[config.mk]
export PLATFORM = sky130hd
export DESIGN_NAME = vertical_strip_assembler
export DESIGN_NICKNAME = d
export VERILOG_FILES = /design/src/rtl/vertical_strip_assembler.sv
export SDC_FILE = /design/constraint.sdc
export NUM_CORES = 1
export LEC_CHECK = 0
export CAP_MARGIN = 5
export CORE_AREA = 2 2 322 324
export DETAILED_ROUTE_END_ITERATION = 10
export DIE_AREA = 0 0 324 326
export GPL_TIMING_DRIVEN = 0
export SYNTH_ARGS = -nofsm -noshare
export SYNTH_HDL_FRONTEND = slang
export SYNTH_SLANG_ARGS = --single-unit
export TNS_END_PERCENT = 100
[constraint.sdc]
create_clock -name clk -period 62.2 [get_ports clk]
set_input_delay 6.22 -clock clk [delete_from_list [all_inputs] [get_ports clk]]
set_output_delay 6.22 -clock clk [all_outputs]
set_load 0.005 [all_outputs]
[src/rtl/vertical_strip_assembler.sv]
// Vertical strip assembler: collects one HEIGHT-pixel column per beat, left to
// right, into a LENGTH-column binary frame. Once the frame is complete it is
// held for the downstream consumer. The frame is presented together with the
// leftmost non-blank column and flags for a blank frame, a short frame and an
// overrun.
module vertical_strip_assembler #(
  parameter int unsigned HEIGHT = 28,
  parameter int unsigned LENGTH = 28,
  parameter int unsigned COL_W  = $clog2(LENGTH)
) (
  input  logic                           clk,
  input  logic                           rst,
  input  logic                           strip_valid,
  output logic                           strip_ready,
  input  logic [HEIGHT-1:0]              strip_data,
  input  logic                           strip_last,
  output logic [LENGTH-1:0][HEIGHT-1:0]  image,
  output logic                           image_valid,
  input  logic                           image_ready,
  output logic [COL_W-1:0]               first_col,
  output logic                           blank,
  output logic                           short_frame,
  output logic                           overrun
);

  localparam logic [COL_W-1:0] LastCol = COL_W'(LENGTH - 1);

  typedef enum logic [1:0] {StFill, StHold, StClear} state_e;

  state_e                          state_q, state_d;
  logic [COL_W-1:0]                col_idx_q, col_idx_d;
  logic [LENGTH-1:0][HEIGHT-1:0]   image_q, image_d;
  logic [COL_W-1:0]                first_col_q, first_col_d;
  logic                            blank_q, blank_d;
  logic                            short_q, short_d;
  logic                            overrun_q, overrun_d;
  // Low through the reset cycle so strip_ready only rises on the first clock
  // after reset is released.
  logic                            started_q;

  logic accept;

  assign strip_ready = (state_q == StFill) && started_q;
  assign image_valid = (state_q == StHold);
  assign accept      = strip_valid && strip_ready;

  assign image       = image_q;
  assign first_col   = first_col_q;
  assign blank       = blank_q;
  assign short_frame = short_q;
  assign overrun     = overrun_q;

  // Next-state logic: column capture, leftmost-column tracking, frame handoff.
  always_comb begin
    state_d     = state_q;
    col_idx_d   = col_idx_q;
    image_d     = image_q;
    first_col_d = first_col_q;
    blank_d     = blank_q;
    short_d     = short_q;
    overrun_d   = overrun_q;
    unique case (state_q)
      StFill: begin
        if (accept) begin
          image_d[col_idx_q] = strip_data;
          // first_col latches once per frame, on the first non-zero column
          if (blank_q && (|strip_data)) begin
            first_col_d = col_idx_q;
            blank_d     = 1'b0;
          end
          if (col_idx_q == LastCol) begin
            state_d = StHold;
            if (!strip_last) overrun_d = 1'b1;
          end else if (strip_last) begin
            short_d = 1'b1;
            state_d = StHold;
          end else begin
            col_idx_d = col_idx_q + 1'b1;
          end
        end
      end
      StHold: begin
        if (image_ready) state_d = StClear;
      end
      StClear: begin
        image_d     = '0;
        col_idx_d   = '0;
        first_col_d = '0;
        blank_d     = 1'b1;
        short_d     = 1'b0;
        state_d     = StFill;
      end
      default: state_d = StFill;
    endcase
  end

  // State register; reset discards any partial frame.
  always_ff @(posedge clk or posedge rst) begin
    if (rst) begin
      state_q     <= StFill;
      col_idx_q   <= '0;
      image_q     <= '0;
      first_col_q <= '0;
      blank_q     <= 1'b1;
      short_q     <= 1'b0;
      overrun_q   <= 1'b0;
      started_q   <= 1'b0;
    end else begin
      state_q     <= state_d;
      col_idx_q   <= col_idx_d;
      image_q     <= image_d;
      first_col_q <= first_col_d;
      blank_q     <= blank_d;
      short_q     <= short_d;
      overrun_q   <= overrun_d;
      started_q   <= 1'b1;
    end
  end

endmodule

Word level (Yosys, flattened, before mapping)
Cells that the tools add are included.
Widths: inputs -> output; s select.
{"block": "op_classes", "add_sub_neg": 1, "n_lt_le_gt_ge": 2, "eq_ne": 10, "muxes": 24, "bitwise": 1, "reduce_logical": 13}
{"operator": "$pmux 784 s2", "n": 1}
{"operator": "$bwmux 784", "n": 1}
{"operator": "$mux 784", "n": 1}
{"operator": "$demux 28 s5", "n": 1}
{"operator": "$mux 28", "n": 1}
{"operator": "$reduce_or 28->1", "n": 1}
{"operator": "$mux 5", "n": 5}
{"operator": "$pmux 5 s2", "n": 2}
{"operator": "$reduce_and 4->1", "n": 3}
{"operator": "$mux 2", "n": 4}
{"operator": "$ne 2x2->1 const B", "n": 4}
{"operator": "$lt 5x6->1 const B", "n": 1}
{"operator": "$reduce_and 3->1", "n": 2}
{"operator": "$add 5x1->5 const B", "n": 1}
{"operator": "$eq 5x5->1 const B", "n": 1}
{"operator": "$ge 5x1->1 const B", "n": 1}
{"operator": "$mux 1", "n": 5}
{"operator": "$logic_and 1x1->1", "n": 4}
{"operator": "$ne 2x1->1 const B", "n": 2}
{"operator": "$pmux 1 s2", "n": 2}
{"operator": "$pmux 2 s2", "n": 1}
{"operator": "$ne 3x2->1 const B", "n": 1}
{"operator": "$eq 2x1->1 const B", "n": 1}
{"operator": "$eq 2x2->1 const B", "n": 1}
{"operator": "4 further kinds", "n": 4}
{"block": "word_totals", "regBits": 800, "in_bits": 33, "out_inout_bits": 794}

Logic depth before layout (Yosys ltp)
{"block": "logic_depth", "depth_word": 7, "depth_mapped": 8, "depth_no_buf": 5}

Least setup slack after synthesis
OpenSTA, ideal clock, no wires.
{"block": "synth_timing", "path_type": "input to register", "startpoint": "input strip_data[10]", "endpoint": "register first_col_q[0], in the netlist first_col[0]", "t_arrival_ns": 7.317, "t_required_ns": 62.060, "slack_ns": 54.743, "stages": 4, "n_path_buf": 0, "cell_sequence": "or4_1 > nor3_1 > a21o_1 > a211oi_1"}
{"block": "synth_between", "elab_chain_len": 4}
{"element": "start, declared", "line_no": "15", "text": "input logic [HEIGHT-1:0] strip_data,"}
{"element": "$reduce_or 28->1", "line_no": "67", "text": "if (blank_q && (|strip_data)) begin"}
{"element": "$logic_and 1x1->1", "line_no": "67"}
{"element": "$ne 2x1->1 (no source line)"}
{"element": "$reduce_and 3->1 (no source line)"}
{"element": "end signal, assigned", "line_no": "112", "text": "first_col_q <= first_col_d;"}
{"element": "end, declared", "line_no": "33", "text": "logic [COL_W-1:0] first_col_q, first_col_d;"}
No other way between the ends.
A chain may end at the register's enable or synchronous reset.

==> metrics.txt <==
# TYPE chip_impl_metric gauge
chip_impl_metric{name="period_share",unit="%"} 13.5
chip_impl_info{name="violations",value="capacitance limit, slew limit"} 1
chip_impl_metric{name="drt-wirelength-per-cell",unit="µm"} 25.8
chip_impl_metric{name="share_seq_of_total_power",unit="%"} 41.0
chip_impl_metric{name="post_synth_xor_area_fraction",unit="%"} 0.105
chip_impl_metric{name="die_height",unit="µm"} 326
chip_impl_info{name="crit_path_start_kind",value="input pin"} 1
chip_impl_metric{name="post_synthesis_compound_gate_area_fraction",unit="%"} 13.0
chip_impl_metric{name="worst_clock_skew",unit="ps"} 22.1
chip_impl_info{name="rsz0062_at_grt",value="false"} 1
chip_impl_metric{name="die_w",unit="µm"} 324
chip_impl_metric{name="cp_max_fo",unit=""} 109
chip_impl_metric{name="maxcap_violations",unit=""} 1
chip_impl_metric{name="drt-vias-per-instance",unit=""} 5.07
chip_impl_metric{name="setup_viol_count_final",unit=""} 0
chip_impl_metric{name="placeableCoreArea",unit="µm²"} 103000
chip_impl_metric{name="synth-warning-count",unit=""} 0
chip_impl_info{name="timing.hold.worst.class",value="reg2reg"} 1
chip_impl_info{name="timing_worst_setup_path_type",value="in2async"} 1
chip_impl_metric{name="headroom_to_the_max_slew_limit",unit="%"} -0.0794
chip_impl_metric{name="floorplan.die_area",unit="µm²"} 106000
chip_impl_metric{name="clock_sinks",unit=""} 800
chip_impl_metric{name="cts_hold_buf",unit=""} 0
chip_impl_metric{name="layout-drive-gt1-share",unit="%"} 10.7
chip_impl_metric{name="cts.repair.resized",unit=""} 0
chip_impl_metric{name="clk_pin_slew",unit="ps"} 60
chip_impl_info{name="synthFlopType",value="sky130_fd_sc_hd__dfrtp_1"} 1
chip_impl_metric{name="dr.first_iter.drc_count",unit=""} 2768
chip_impl_metric{name="grt.total_usage",unit="%"} 28.6
chip_impl_metric{name="switching_share",unit="%"} 30.8
chip_impl_metric{name="cp_data_arrival_time",unit="ps"} 9160
chip_impl_metric{name="critical_path.max_stage_delay",unit="ps"} 500
chip_impl_metric{name="synth.distinct_cells",unit=""} 50
chip_impl_metric{name="power_frac_clock",unit="%"} 32.3
chip_impl_metric{name="clock.fmax",unit="MHz"} 120
chip_impl_metric{name="floorplan.initialDensity",unit="%"} 32.5
chip_impl_metric{name="period_minus_slack",unit="ps"} 8370
chip_impl_metric{name="post_cts.repair.setup_buffers",unit=""} 0
chip_impl_metric{name="power.share.combinational",unit="%"} 26.7
chip_impl_metric{name="synth_adder_area_share",unit="%"} 0.150
chip_impl_metric{name="final_util",unit="%"} 45.3
chip_impl_info{name="status",value="finished, violations left"} 1
chip_impl_metric{name="flip_flop_and_latch_count_after_synthesis",unit=""} 800
chip_impl_metric{name="grt_pass1_wl",unit="mm"} 216
chip_impl_metric{name="synth_seq_area_share",unit="%"} 60.0
chip_impl_metric{name="ys_async_sr_fraction",unit="%"} 100
chip_impl_metric{name="hold_viol",unit=""} 0
chip_impl_metric{name="worstPathRequired",unit="ps"} 62990
chip_impl_metric{name="route.antenna.remaining_nets",unit=""} 0
chip_impl_metric{name="synth.area.mux_share",unit="%"} 0.0300
chip_impl_metric{name="multi_input_area",unit="µm²"} 11200
chip_impl_metric{name="num_rows",unit=""} 118
chip_impl_metric{name="vdd.ir_drop.worst",unit="V"} 0.0000231
chip_impl_metric{name="synth_enable_flop_cells",unit=""} 0
chip_impl_info{name="root_buffer",value="sky130_fd_sc_hd__clkbuf_16"} 1
chip_impl_metric{name="place_hpwl",unit="mm"} 111
chip_impl_info{name="largest_family_of_logic_cells_by_synthesized_area",value="simple AND/OR/NAND/NOR gates"} 1
chip_impl_info{name="synth_top_cell_by_area",value="sky130_fd_sc_hd__dfrtp_1"} 1
chip_impl_metric{name="synth_top_area_share",unit="%"} 59.9
chip_impl_info{name="critical_path.startpoint",value="rst"} 1
chip_impl_metric{name="worstSkewPairLatency",unit="ps"} 690
chip_impl_metric{name="ff2ff_setup_slack",unit="ps"} 59130
chip_impl_metric{name="final_cell_count_no_fill",unit=""} 5990
chip_impl_metric{name="areaGrowthSynthToFinish",unit="%"} 39.2
chip_impl_metric{name="top_level_ports",unit=""} 827
chip_impl_metric{name="overall_via_count_from_detail_route",unit=""} 30400
chip_impl_metric{name="register_area",unit="µm²"} 20000
chip_impl_metric{name="internal_power",unit="mW"} 1.13
chip_impl_metric{name="total_leakage_power",unit="nW"} 19.5
chip_impl_metric{name="cts-htree-levels",unit=""} 3
chip_impl_metric{name="p_sw",unit="mW"} 0.504
chip_impl_metric{name="worst_slew_pin_slew",unit="ps"} 1500
chip_impl_metric{name="synthesis.area",unit="µm²"} 33400
chip_impl_info{name="synthTopCellsByCount",value="1548 x sky130_fd_sc_hd__nand2_1, 799 x sky130_fd_sc_hd__dfrtp_1, 705 x sky130_fd_sc_hd__a21oi_1, 127 x sky130_fd_sc_hd__clkbuf_1, 80 x sky130_fd_sc_hd__a21oi_2"} 1
chip_impl_metric{name="drtPass1Iterations",unit=""} 6
chip_impl_metric{name="post_synth_inst_count",unit=""} 3613
chip_impl_metric{name="setup_tns",unit="ps"} 0
chip_impl_metric{name="grt_remaining_overflow",unit=""} 0
chip_impl_info{name="path_cells",value="clkdlybuf4s50_1, inv_8, buf_16, buf_16, buf_16, buf_16"} 1
chip_impl_metric{name="fillcell_total",unit=""} 9956
chip_impl_info{name="synthMostInstantiatedCell",value="sky130_fd_sc_hd__nand2_1"} 1
chip_impl_info{name="ys_top_cells_by_area",value="sky130_fd_sc_hd__dfrtp_1 60%, sky130_fd_sc_hd__nand2_1 17%, sky130_fd_sc_hd__a21oi_1 11%"} 1
chip_impl_info{name="crit_path_top_delay_cell",value="sky130_fd_sc_hd__inv_8"} 1
chip_impl_info{name="critical-path-top-cell-by-count",value="sky130_fd_sc_hd__buf_16"} 1
chip_impl_metric{name="final.setup.worst_slack",unit="ps"} 53830
chip_impl_metric{name="post-route-drc-count",unit=""} 0
chip_impl_metric{name="power_per_cell_area",unit="nW/µm²"} 35.2
chip_impl_info{name="crit_end",value="image[100]$_DFFE_PP0P_"} 1
chip_impl_metric{name="synthesis.area_per_instance",unit="µm²"} 9.24
chip_impl_metric{name="total_instance_count_after_detailed_placement",unit=""} 5827
chip_impl_metric{name="grt_pass1_vias",unit=""} 29400
chip_impl_info{name="tritoncts",value="done"} 1
chip_impl_metric{name="cts_buffers",unit=""} 89
chip_impl_metric{name="report.final.slew_viol_count",unit=""} 11
chip_impl_metric{name="antenna_found_initial",unit=""} 10
chip_impl_metric{name="reg2regPathDepth",unit=""} 6
chip_impl_metric{name="grt_max_degree",unit=""} 121
chip_impl_metric{name="preCtsSetupSlack",unit="ps"} 52900
chip_impl_metric{name="gpl.final_weighted_congestion",unit=""} 0.863
chip_impl_metric{name="cts_buffer_depth",unit=""} 3
chip_impl_info{name="r2r-end",value="image[531]$_DFFE_PP0P_"} 1
chip_impl_info{name="cp_capture_type",value="async pin"} 1
chip_impl_metric{name="io_port_bufs",unit=""} 826
chip_impl_info{name="r2r_start",value="state_q[1]$_DFFE_PP0P_"} 1
chip_impl_metric{name="nets",unit=""} 4575
chip_impl_metric{name="syn_nets",unit=""} 3650
chip_impl_metric{name="simple_logic_cell_fraction_of_the_synthesized_area",unit="%"} 20.3
chip_impl_metric{name="wirelength",unit="mm"} 155
per-layer routing:
metal  track usage [%]  share of wire (%)
met5                 0             0.0084
met4              14.2                5.5
met3              7.57                8.1
met2              45.3                 47
met1              36.0                 40
sequential cells by signal (all words and copies together) (netlist names):
signal	cells
image	784
col_idx_q	5
first_col	5
state_q	2
blank	1
overrun	1
short_frame	1
started_q	1
metrics by stage:
step                total power [mW]  hold slack [ps]  instance area (µm²)
floorplan                      0.820              451                33400
global placement                1.11              439                43400
detailed placement              1.12              452                43600
CTS                             1.65              475                46400
global route                    1.70              497                46400
finish                          1.64              467                46500
cell usage in the layout (no fill, tap or decap), types with 3 or more instances in the layout:
| cell | instances |
|---|---|
| sky130_fd_sc_hd__clkdlybuf4s50_1 | 826 |
| sky130_fd_sc_hd__a21oi_1 | 705 |
| sky130_fd_sc_hd__xnor2_1 | 4 |
| sky130_fd_sc_hd__clkinv_2 | 14 |
| sky130_fd_sc_hd__bufinv_16 | 3 |
| sky130_fd_sc_hd__clkbuf_1 | 141 |
| sky130_fd_sc_hd__nand3_2 | 15 |
| sky130_fd_sc_hd__buf_2 | 70 |
| sky130_fd_sc_hd__clkbuf_2 | 11 |
| sky130_fd_sc_hd__clkinv_8 | 3 |
| sky130_fd_sc_hd__or4_1 | 3 |
| sky130_fd_sc_hd__nor2b_1 | 3 |
| sky130_fd_sc_hd__diode_2 | 6 |
| sky130_fd_sc_hd__a21oi_2 | 80 |
| sky130_fd_sc_hd__inv_6 | 3 |
| sky130_fd_sc_hd__buf_16 | 7 |
| sky130_fd_sc_hd__dfrtp_1 | 799 |
| sky130_fd_sc_hd__buf_4 | 63 |
| sky130_fd_sc_hd__nand2_2 | 22 |
| sky130_fd_sc_hd__and3_1 | 27 |
| sky130_fd_sc_hd__clkbuf_16 | 90 |
| sky130_fd_sc_hd__nand3_4 | 12 |
| sky130_fd_sc_hd__nor2_1 | 7 |
| sky130_fd_sc_hd__clkbuf_8 | 30 |
| sky130_fd_sc_hd__clkinv_4 | 3 |
| sky130_fd_sc_hd__clkinvlp_4 | 3 |
| sky130_fd_sc_hd__and3b_2 | 3 |
| sky130_fd_sc_hd__inv_1 | 11 |
| sky130_fd_sc_hd__o22ai_1 | 3 |
| sky130_fd_sc_hd__nor3_1 | 4 |
| sky130_fd_sc_hd__nor4_1 | 5 |
| sky130_fd_sc_hd__ha_1 | 4 |
| sky130_fd_sc_hd__buf_6 | 46 |
| sky130_fd_sc_hd__nand2_1 | 1548 |
| sky130_fd_sc_hd__buf_8 | 3 |
worst max-delay path: cells and delay by family:
kind                   cells  cell delay (ps)
buffers and inverters      6             2690
worst min-delay path by stage:
| stage | cells past startpoint | to | slack, ps | from |
|---|---|---|---|---|
| after detailed placement | 1 | overrun$_DFFE_PP0P_ | 450 | overrun$_DFFE_PP0P_ |
| after global placement | 1 | overrun$_DFFE_PP0P_ | 440 | overrun$_DFFE_PP0P_ |
| final | 1 | overrun$_DFFE_PP0P_ | 470 | overrun$_DFFE_PP0P_ |
| after floorplan | 1 | overrun$_DFFE_PP0P_ | 450 | overrun$_DFFE_PP0P_ |
| after CTS | 1 | overrun$_DFFE_PP0P_ | 470 | overrun$_DFFE_PP0P_ |
| after global routing | 1 | overrun$_DFFE_PP0P_ | 500 | overrun$_DFFE_PP0P_ |
cells by family (layout without fill, tap and decap cells):
group           Yosys count  count (layout)
compound gates          798             798
xor+xnor                  4               4
fa+ha+maj                 4               4
buf+inv                 342            1333
flops                   800             800
mux                       1               1
other cells               1               7
simple gates           1663            1663
cell type report:
class | instances | area share (%)
Clock buffer | 128 | 5.52
Sequential cell | 800 | 43.1
Clock inverter | 29 | 0.611
Inverter | 12 | 0.113
Multi-Input combinational cell | 2471 | 24.1
Timing Repair Buffer | 834 | 18.2
Buffer | 330 | 4.55
Antenna cell | 6 | 0.0323
Tap cell | 1380 | 3.72
power groups by stage:
stage	logic (mW)	clock network, mW	registers, mW
final	0.437	0.528	0.672
after global routing	0.464	0.555	0.681
after CTS	0.440	0.535	0.670
after detailed placement	0.438	0	0.679
after global placement	0.432	0	0.679
after floorplan	0.140	0	0.680
Power figures use the tool's default switching activity.
